===== config.mk =====
export PLATFORM = sky130hd
export DESIGN_NAME = aes_key_sched_ctrl
export DESIGN_NICKNAME = d
export VERILOG_FILES = /design/src/rtl/aes_key_sched_ctrl.sv
export SDC_FILE = /design/constraint.sdc
export NUM_CORES = 1
export LEC_CHECK = 0
export CAP_MARGIN = 20
export CORE_AREA = 2 2 157 159
export CTS_CLUSTER_SIZE = 40
export DETAILED_ROUTE_END_ITERATION = 8
export DIE_AREA = 0 0 159 161
export DONT_BUFFER_PORTS = 1
export HOLD_SLACK_MARGIN = 0.02
export PLACE_DENSITY = 0.4
export SYNTH_ARGS = -nofsm -noshare
export SYNTH_HDL_FRONTEND = slang
export SYNTH_SLANG_ARGS = --single-unit

===== constraint.sdc =====
create_clock -name clk -period 3.5 [get_ports clk]
set_input_delay 0.35 -clock clk [delete_from_list [all_inputs] [get_ports clk]]
set_output_delay 0.35 -clock clk [all_outputs]
set_load 0.01 [all_outputs]

===== src/rtl/aes_key_sched_ctrl.sv =====
// rtl/aes_key_sched_ctrl.sv - round-robin key-load sequencer for a shared key-expansion engine
module aes_key_sched_ctrl #(
    parameter int NREQ    = 2,
    parameter int CNT_W   = 5,
    parameter int TIMEOUT = 64
) (
    input  logic                  clk,
    input  logic                  reset,
    input  logic [NREQ-1:0]       req,
    input  logic [NREQ*128-1:0]   req_key,
    output logic [NREQ-1:0]       req_ack,
    output logic                  kx_start,
    output logic [127:0]          kx_key,
    input  logic                  kx_done,
    input  logic                  blk_issue,
    input  logic                  blk_retire,
    output logic                  pipe_enable,
    output logic                  key_valid,
    output logic [2:0]            active_owner,
    output logic [CNT_W-1:0]      inflight,
    output logic                  err_timeout,
    output logic                  err_proto
);

    localparam int TW = $clog2(TIMEOUT + 1);
    localparam logic [CNT_W-1:0] CNT_MAX = '1;

    typedef enum logic [2:0] {
        S_EMPTY,
        S_ACTIVE,
        S_DRAIN,
        S_LAUNCH,
        S_EXPAND
    } state_t;

    state_t            state, state_nxt;
    logic [2:0]        rr_ptr;
    logic [2:0]        grant_q;
    logic [TW-1:0]     tcnt;
    logic              found;
    logic [2:0]        grant_idx;
    logic [127:0]      grant_key;
    logic              grant_take;
    logic              timeout_hit;

    // Two passes: indices at/above rr_ptr first, then the wrapped-around ones.
    always_comb begin
        found     = 1'b0;
        grant_idx = 3'd0;
        grant_key = 128'd0;
        for (int j = 0; j < NREQ; j++) begin
            if (!found && req[j] && (j >= int'(rr_ptr))) begin
                found     = 1'b1;
                grant_idx = 3'(j);
                grant_key = req_key[j*128 +: 128];
            end
        end
        for (int j = 0; j < NREQ; j++) begin
            if (!found && req[j] && (j < int'(rr_ptr))) begin
                found     = 1'b1;
                grant_idx = 3'(j);
                grant_key = req_key[j*128 +: 128];
            end
        end
    end

    // In ACTIVE the ack cycle is skipped so the just-served requester is not re-granted.
    assign grant_take  = found && ((state == S_EMPTY) ||
                                   ((state == S_ACTIVE) && (req_ack == '0)));
    assign timeout_hit = (state == S_EXPAND) && !kx_done && (tcnt == TW'(TIMEOUT - 1));

    always_ff @(posedge clk) begin
        if (reset) begin
            state <= S_EMPTY;
        end else begin
            state <= state_nxt;
        end
    end

    always_comb begin
        state_nxt = state;
        case (state)
            S_EMPTY:  if (grant_take) state_nxt = S_LAUNCH;
            S_ACTIVE: if (grant_take) state_nxt = S_DRAIN;
            S_DRAIN:  if ((inflight == '0) && !blk_issue && !blk_retire) state_nxt = S_LAUNCH;
            S_LAUNCH: state_nxt = S_EXPAND;
            S_EXPAND: begin
                if (kx_done) begin
                    state_nxt = S_ACTIVE;
                end else if (timeout_hit) begin
                    state_nxt = S_EMPTY;
                end
            end
            default:  state_nxt = S_EMPTY;
        endcase
    end

    always_comb begin
        pipe_enable = 1'b0;
        key_valid   = 1'b0;
        kx_start    = 1'b0;
        case (state)
            S_ACTIVE: begin
                pipe_enable = 1'b1;
                key_valid   = 1'b1;
            end
            S_DRAIN:  key_valid = 1'b1;
            S_LAUNCH: kx_start  = 1'b1;
            default:  ;
        endcase
    end

    always_ff @(posedge clk) begin
        if (reset) begin
            rr_ptr       <= 3'd0;
            grant_q      <= 3'd0;
            kx_key       <= 128'd0;
            req_ack      <= '0;
            active_owner <= 3'd0;
            tcnt         <= '0;
            inflight     <= '0;
            err_timeout  <= 1'b0;
            err_proto    <= 1'b0;
        end else begin
            if (grant_take) begin
                grant_q <= grant_idx;
                kx_key  <= grant_key;
                rr_ptr  <= (grant_idx == 3'(NREQ - 1)) ? 3'd0 : grant_idx + 3'd1;
            end

            req_ack <= '0;
            if ((state == S_EXPAND) && kx_done) begin
                req_ack      <= NREQ'(1) << grant_q;
                active_owner <= grant_q;
            end

            if (state == S_LAUNCH) begin
                tcnt <= '0;
            end else if (state == S_EXPAND) begin
                tcnt <= tcnt + 1'b1;
            end

            if (timeout_hit) begin
                err_timeout <= 1'b1;
            end

            // Counter saturates at both ends; either saturation is a protocol error.
            if (blk_issue && !blk_retire) begin
                if (inflight == CNT_MAX) begin
                    err_proto <= 1'b1;
                end else begin
                    inflight <= inflight + 1'b1;
                end
            end else if (!blk_issue && blk_retire) begin
                if (inflight == '0) begin
                    err_proto <= 1'b1;
                end else begin
                    inflight <= inflight - 1'b1;
                end
            end
            if (blk_issue && !pipe_enable) begin
                err_proto <= 1'b1;
            end
        end
    end

endmodule


## After elaboration in Yosys (flattened, before gate mapping)

Index checks and enable logic that the tools add are counted.

- Register bits: 156
- Latch bits: 0
- Bits in writable memories: 0
- ROM bits: 0
- Input port bits: 263
- Output and inout bits: 143
- Memories kept: 0

- $add $sub $neg: 4
- Multipliers: 0
- Div/mod/pow operators: 0
- Order comparisons: 4
- Equal/unequal tests: 14
- Shift operators: 1
- Muxes and demuxes: 30
- Bitwise operators: 1
- Reduce and logical (&&, ||, !) cells: 37

Operators by type and width:

| cell | number |
|---|---|
| 2-to-1 mux 128 bit | 4 |
| 2-to-1 mux 3 bit | 8 |
| 2-to-1 mux 5 bit | 4 |
| logical AND 1 bit | 17 |
| one-hot mux 3 bit (5 select lines) | 1 |
| 2-to-1 mux 1 bit | 13 |
| inequality test 2 bit, second input constant | 4 |
| adder 7 x 1 -> 7 bit, second input constant | 1 |
| equality test 7 x 6 -> 1 bit, second input constant | 1 |
| logical NOT 1 bit | 7 |
| equality test 3 x 1 -> 1 bit, second input constant | 2 |
| equality test 3 x 2 -> 1 bit, second input constant | 2 |
| greater-or-equal comparator 1 x 3 -> 1 bit, first input constant | 2 |
| less-than comparator 1 x 3 -> 1 bit, first input constant | 2 |
| AND reduction 3 bit | 2 |
| nonzero test 3 bit | 2 |
| OR reduction 2 bit | 3 |
| adder 5 x 1 -> 5 bit, second input constant | 1 |
| equality test 5 bit, second input constant | 1 |
| logical NOT 5 bit | 1 |
| subtractor 5 x 1 -> 5 bit, second input constant | 1 |
| AND reduction 4 bit | 1 |
| adder 3 x 1 -> 3 bit, second input constant | 1 |
| equality test 3 bit, second input constant | 1 |
| 9 further kinds | 9 |

## Logic depth before layout (Yosys ltp)

Gate-level depths: netlist (run 1).

- Depth in word-level cells: 18
- Depth in mapped cells: 8
- Depth with buffers taken out: 8

## Worst setup path before layout (run 1)

Ideal clock, no wire load.

- Path kind: input to register
- Start point: in blk_retire
- End point: reg inflight[4]
- Data arrival time: 1.709 ns
- Required time: 3.379 ns
- Setup slack: 1.670 ns
- Cell stages on the path: 8
- Path through: inv_1 -> ha_1 -> inv_1 -> fa_1 -> nand3_1 -> a21oi_1 -> o22ai_1 -> mux2_2

- Cells in the longest elaborated chain, start to end: 4

Ends and longest elaborated chain:

| item | RTL line | text |
|---|---|---|
| from (decl) | 16 | `input logic blk_retire,` |
| logical NOT 1 bit | 148 | `if (blk_issue && !blk_retire) begin` |
| logical AND 1 bit | 148 |  |
| inequality test 2 bit (no line), or another cell as far along | n/a |  |
| AND reduction 3 bit (no line) | n/a |  |
| to (signal assigned) | 152 | `inflight <= inflight + 1'b1;` |
| to (signal assigned) | 158 | `inflight <= inflight - 1'b1;` |
| to (decl) | 20 | `output logic [CNT_W-1:0] inflight,` |

Several ways; a longest one is shown, not always the timed one.
A chain may end at the register's enable or synchronous reset.

## Final worst setup path (run 1)

- Start point: reg state[0]
- End point: reg kx_key[73]

- Cells in the longest elaborated chain, start to end: 4

Ends and longest elaborated chain:

| item | RTL line | text |
|---|---|---|
| from (decl) | 36 | `state_t state, state_nxt;` |
| from (signal assigned) | 76 | `state <= state_nxt;` |
| equality test 3 x 1 -> 1 bit | 69 | `((state == S_ACTIVE) && (req_ack == '0)));` |
| logical AND 1 bit | 69 |  |
| logical OR 1 bit (*) | 68 | `assign grant_take = found && ((state == S_EMPTY) \|\|` |
| logical AND 1 bit (*) | 68 |  |
| to (signal assigned) | 127 | `kx_key <= grant_key;` |
| to (decl) | 13 | `output logic [127:0] kx_key,` |

Mark *: on every way between the ends. The rest lies on a longest branch, timed or not.

==> results of run 1 <==
[placed cells by master (no fill, tap or decap), types with 5 or more instances in the layout]
cell type / synthesis / routed
a21oi_1: 15 / 14
dfxtp_1: 150 / 150
inv_1: 8 / 8
ha_1: 6 / 6
nor2_1: 15 / 15
nand2_1: 261 / 261
a31oi_1: 128 / 128
nand3_1: 132 / 132
xor2_1: 6 / 6
o21ai_0: 5 / 5
nor3_1: 6 / 6
clkbuf_16: 0 / 17
[per-stage QoR]
step	area (um2)	instances	hold WS (ns)	utilization (%)	total power, W
after floorplan	6540	852	0.436	-	0.00284
after global placement	6670	1107	0.432	27.8	0.00305
after detailed placement	6670	1107	0.433	27.8	0.00303
after CTS	7290	1140	0.0414	30.4	0.00495
after global routing	7290	1140	0.0537	30.4	0.00513
final	7290	1140	0.0683	30.4	0.00487
[power groups by stage]
stage,registers [W],logic (W),clock network [W]
5_1_grt,0.00220,0.000929,0.00199
3_3_place_gp,0.00223,0.000814,0
3_5_place_dp,0.00222,0.000811,0
4_1_cts,0.00219,0.000841,0.00193
6_report,0.00218,0.000824,0.00186
2_1_floorplan,0.00213,0.000710,0
[critical path: stages (launching register included)]
cell	delay (ns)
dfxtp_1	0.54
o21ai_1	0.26
o211ai_4	0.13
buf_4	0.65
nand2_1	0.13
a31oi_1	0.20
[cell families after synthesis]
group	after synthesis
compound gates	162
xor+xnor	7
fa+ha+maj	7
buf+inv	84
flops	150
mux	3
other cells	1
simple gates	437
[final cells by class]
| cell class | count | share of cell area, % |
|---|---|---|
| sequential | 150 | 41.2 |
| multi-input combinational | 618 | 43.1 |
| timing repair buffer | 8 | 1.61 |
| tap | 324 | 5.56 |
| inverter | 8 | 0.412 |
| clock inverter | 13 | 2.03 |
| clock buffer | 19 | 6.08 |
[metal layers]
layer,vias to the layer above,track usage [%]
met3,24,6.11
met5,-,0
met4,0,5.29
met2,291,28.1
met1,2791,20.4
li1,2875,-
[how the worst min path moves through the flow]
stage / slack, ns / cells past startpoint / endpoint
floorplan: 0.44 / 1 / req_ack[0]
global placement: 0.43 / 1 / kx_key[0]
detailed placement: 0.43 / 1 / kx_key[0]
CTS: 0.04 / 2 / kx_key[48]
global route: 0.05 / 2 / kx_key[77]
finish: 0.07 / 2 / kx_key[69]
[sequential cells by signal (all words and copies together), names as in the netlist]
| signal | count |
|---|---|
| kx_key | 128 |
| tcnt | 7 |
| inflight | 5 |
| state | 3 |
| req_ack | 2 |
| active_owner | 1 |
| err_proto | 1 |
| err_timeout | 1 |
| grant_q | 1 |
| rr_ptr | 1 |
==> impl_metrics.yaml, run 1 <==
sta:
  tightestPinTransition_ns: 0.879
  maxSlewViolCount: 0
  timing_hold_violations_final: 0
  skew_ns: 0.0143
  fmax_mhz: 481
  period_share_pct: 59.4
  setup_viol: 0
  timing.final.ws_setup_ns: 1.42
  min_period_ns: 2.08
  slew_headroom_pct: 41.4
  rsz0062_at_grt: "false"
  tns_ns: 0
power:
  p_leak_nw: 2.38
  p_seq_share_pct: 44.8
  p_clk_share_pct: 38.2
  p_int_w: 0.00325
  comb_power_share_pct: 16.9
  switching_share_pct: 33.3
  ir_worst_vdd_uv: 214
  power_switching_w: 0.00162
  powerDensity_nw_per_um2: 668
placed_design:
  place_hpwl_mm: 14.9
  port_buffers: 0
  gp_congestion: 0.748
  pre_cts_ws_ns: 1.41
detailed_routing:
  dr_wl_met3_mm: 2.00
  met1Wirelength_mm: 9.19
  drt_iter0_markers: 409
  top_layer_used: "met4"
  drcViolationCount: 0
  wire_per_inst_um: 20.0
  dr.pass1.iters: 5
  viasPerCell: 5.25
  vias: 5981
  routed_wl_mm: 22.8
  ant_nets: 0
  dr_wl_met2_mm: 11.1
clocking:
  clkSinkCount: 150
  numCtsBuffers: 17
  hold_buffers: 1
  cts_buffer_depth: 2
  cts_resized: 0
  cts_tree: "yes"
  htree_num_levels: 4
  clk-insertion-delay-late_ns: 0.42
  clkTransAtPathRegs_ns: 0.07
  postCtsSetupBuffers: 0
  root_buffer: "clkbuf_16"
setup_path:
  reg2regPathDepth: 5
  rr_endpoint: "kx_key[73]"
  crit_path_end: "kx_key[73]"
  cp.required_ns: 3.84
  start_kind: "flip-flop"
  cp-end-kind: "flip-flop"
  cp_max_fo: 75
  critPathLaunch: "state[0]"
  ff2ff_setup_slack_ns: 1.42
  arrival_ns: 2.42
  timing.rr.start: "state[0]"
  crit_type: "reg2reg"
cells_and_area:
  drive_above_1_share_pct: 5.88
  multiInputGateArea_um2: 3140
  design.final.nets: 1073
  fillers: 2619
  regArea_um2: 3000
  n_antenna_cell: 0
  syn2layout_area_growth_pct: 11.4
synth:
  synthMostInstantiatedCell: "nand2_1"
  yosysWarnings: 0
  synthTopCellsByArea: "dfxtp_1 46%, nand2_1 15%, a31oi_1 12%, nand3_1 10%, buf_4 2.6%"
  synth_top_family_by_area: "simple AND/OR/NAND/NOR gates"
  synth_cell_types: 49
  synth_ff_type: "dfxtp_1"
  synth-compound-area-share_pct: 15.5
  syn_area_um2: 6540
  synthAdderAreaFrac_pct: 1.45
  ys_ff_latch: 150
  yosys.area.top_type: "dfxtp_1"
  synth_mux_area_share_pct: 0.478
  synth_top_area_share_pct: 45.9
  synth_edf_count: 0
  avgSynthCellArea_um2: 7.68
  yosys-top-cells-count: "261 x nand2_1, 150 x dfxtp_1, 132 x nand3_1"
  synthXorXnorAreaFrac_pct: 0.938
  synth-async-reset-ratio_pct: 0
  ys_seq_area_share_pct: 45.9
  synth-simple-area-share_pct: 28.9
  synthCells: 851
hold_path:
  hold_start: "req_key[197]"
  min_path_type: "in2reg"
global_route:
  antenna_found_initial: 0
  grt_pass1_wl_mm: 34.0
  grt_pass1_vias: 5658
  gr-total-overflow: 0
  grt_max_degree: 142
  track_usage_pct: 16.9
floorplan:
  die_area_um2: 25600
  die_w_um: 159
  die_h_um: 161
  rows: 57
  coreArea_um2: 24000
  io_pins: 406
  initial_core_util_pct: 27.3
run:
  maxCapViolCount: 0
status:
  status: "finished clean"
Power figures use the tool's default switching activity.
==> inputs of run 2 (changes only) <==
clock period = 2.1 ns   (was 3.5 ns; I/O delays follow)
==> run 2 against run 1 <==
Compared with the run above: the flow now finishes with violations (negative hold slack); first-iteration DRC count grew 9.3%; power grew 77%; count of clock-buffer cells in the layout is the same; cell area grew 13%; combinational power grew 93%; die area is the same; non-clock buffer count grew 90; clock power grew 82%; highest routed layer unchanged; fmax grew 4.0%; hold slack lost 0.19 ns.
==> impl_metrics.yaml, run 2 (synthesis results as in run 1) <==
clocking:
  clkSinkCount: 150
  clk-insertion-delay-late_ns: 0.42
  cts_buffer_depth: 2
  numCtsBuffers: 17
  htree_num_levels: 4
  clkTransAtPathRegs_ns: 0.06
  cts_tree: "yes"
  root_buffer: "clkbuf_16"
placed_design:
  gp_congestion: 0.757
  port_buffers: 0
  place_hpwl_mm: 15.7
  pre_cts_ws_ns: 0.263
setup_path:
  crit_type: "reg2reg"
  timing.rr.start: "inflight[2]"
  critPathLaunch: "inflight[2]"
  arrival_ns: 2.35
  ff2ff_setup_slack_ns: 0.10
  start_kind: "flip-flop"
  cp.required_ns: 2.46
  cp_max_fo: 6
  cp-end-kind: "flip-flop"
floorplan:
  coreArea_um2: 24000
  initial_core_util_pct: 27.3
  rows: 57
  io_pins: 406
  die_w_um: 159
  die_area_um2: 25600
  die_h_um: 161
sta:
  rsz0062_at_grt: "false"
  slew_headroom_pct: 56.6
  tns_ns: 0
  min_period_ns: 2.00
  skew_ns: 0.0149
  timing.final.ws_setup_ns: 0.102
  maxSlewViolCount: 0
  period_share_pct: 95.1
  whs_ns: -0.123
  tightestPinTransition_ns: 0.651
  fmax_mhz: 500
  setup_viol: 0
  timing_hold_violations_final: 112
detailed_routing:
  wire_per_inst_um: 19.7
  vias: 6362
  dr.pass1.iters: 5
  viasPerCell: 5.18
  drcViolationCount: 0
  drt_iter0_markers: 447
  dr_wl_met2_mm: 12.3
  top_layer_used: "met4"
  routed_wl_mm: 24.2
  met1Wirelength_mm: 9.57
  ant_nets: 0
  dr_wl_met3_mm: 2.09
global_route:
  grt_pass1_vias: 5913
  grt_max_degree: 148
  track_usage_pct: 17.5
  gr-total-overflow: 0
  antenna_found_initial: 0
  grt_pass1_wl_mm: 35.4
run:
  maxCapViolCount: 0
power:
  p_seq_share_pct: 42.0
  switching_share_pct: 31.3
  ir_worst_vdd_uv: 456
  p_int_w: 0.00591
  powerDensity_nw_per_um2: 1040
  power_w: 0.00860
  p_clk_share_pct: 39.4
  comb_power_share_pct: 18.5
  power_switching_w: 0.00269
  p_leak_nw: 2.82
cells_and_area:
  multiInputGateArea_um2: 3140
  regArea_um2: 3010
  largestRegisters: "kx_key (128), tcnt (7), inflight (5)"
  largest_reg_flops: 128
  mostFrequentLayoutCell: "nand2_1"
  regMostFlops: "kx_key"
  fillers: 2510
  most-common-layout-cells: "261 x nand2_1, 147 x dfxtp_1, 132 x nand3_1"
  n_antenna_cell: 0
  design.final.nets: 1163
  syn2layout_area_growth_pct: 26.5
  drive_above_1_share_pct: 6.41
  utilization_pct: 34.5
status:
  status: "finished, violations left"
  failed_checks: "negative hold slack"
hold_path:
  hold_start: "reset"
  min_path_type: "in2reg"
==> run 2: changes by cell type in the layout (fill, tap and decap cells not counted), sizes merged <==
cell	previous run	this run
dlygate4sd3	0	81
buf	8	17
bufinv	2	5
clkinv	4	2
inv	11	9
==> run 2: stage by stage <==
stage / cells / cell area (um2)
after floorplan: 852 / 6540
after global placement: 1116 / 6810
after detailed placement: 1116 / 6810
after CTS: 1156 / 7540
after global routing: 1229 / 8270
final: 1229 / 8270
==> run 2: area by class of cell <==
cell class / count / area share (%)
sequential: 150 / 36.4
clock inverter: 12 / 2.45
tap: 324 / 4.90
clock buffer: 19 / 5.24
multi-input combinational: 618 / 38.0
timing repair buffer: 98 / 12.7
inverter: 8 / 0.363
==> run 2: power by group through the flow <==
stage	sequential, W	combinational (W)	clock (W)
3_3_place_gp	0.00370	0.00148	0
3_5_place_dp	0.00368	0.00148	0
6_report	0.00362	0.00159	0.00339
2_1_floorplan	0.00355	0.00118	0
4_1_cts	0.00362	0.00150	0.00351
5_1_grt	0.00366	0.00178	0.00362
==> run 2: per-layer routing <==
| layer | up-vias | track usage, % |
|---|---|---|
| met5 | - | 0 |
| met4 | 0 | 4.21 |
| met3 | 21 | 6.99 |
| met2 | 279 | 30.2 |
| met1 | 3023 | 20.3 |
| li1 | 3039 | - |
==> run 2: repair_timing <==
action,CTS,global route
setup buffers,0,1
hold buffers,9,72
endpoints found under the setup margin,0,4
gates resized for setup,0,3
hold endpoints to repair,143,135
==> run 2: worst paths after layout <==
path | endpoint | depth (start not counted)
worst min-delay path | grant_q[0] | 1
worst max register to register | err_proto | 5
worst max-delay path | err_proto | 5
worst min register to register | tcnt[6] | 2
==> run 2: worst max-delay path, cell delays in order, from the launching register on <==
cell and delay, ns:
dfxtp_1 0.51, nand2_1 0.12, o21a_1 0.28, or3_1 0.36, a21oi_1 0.12, dlygate4sd3_1 0.56
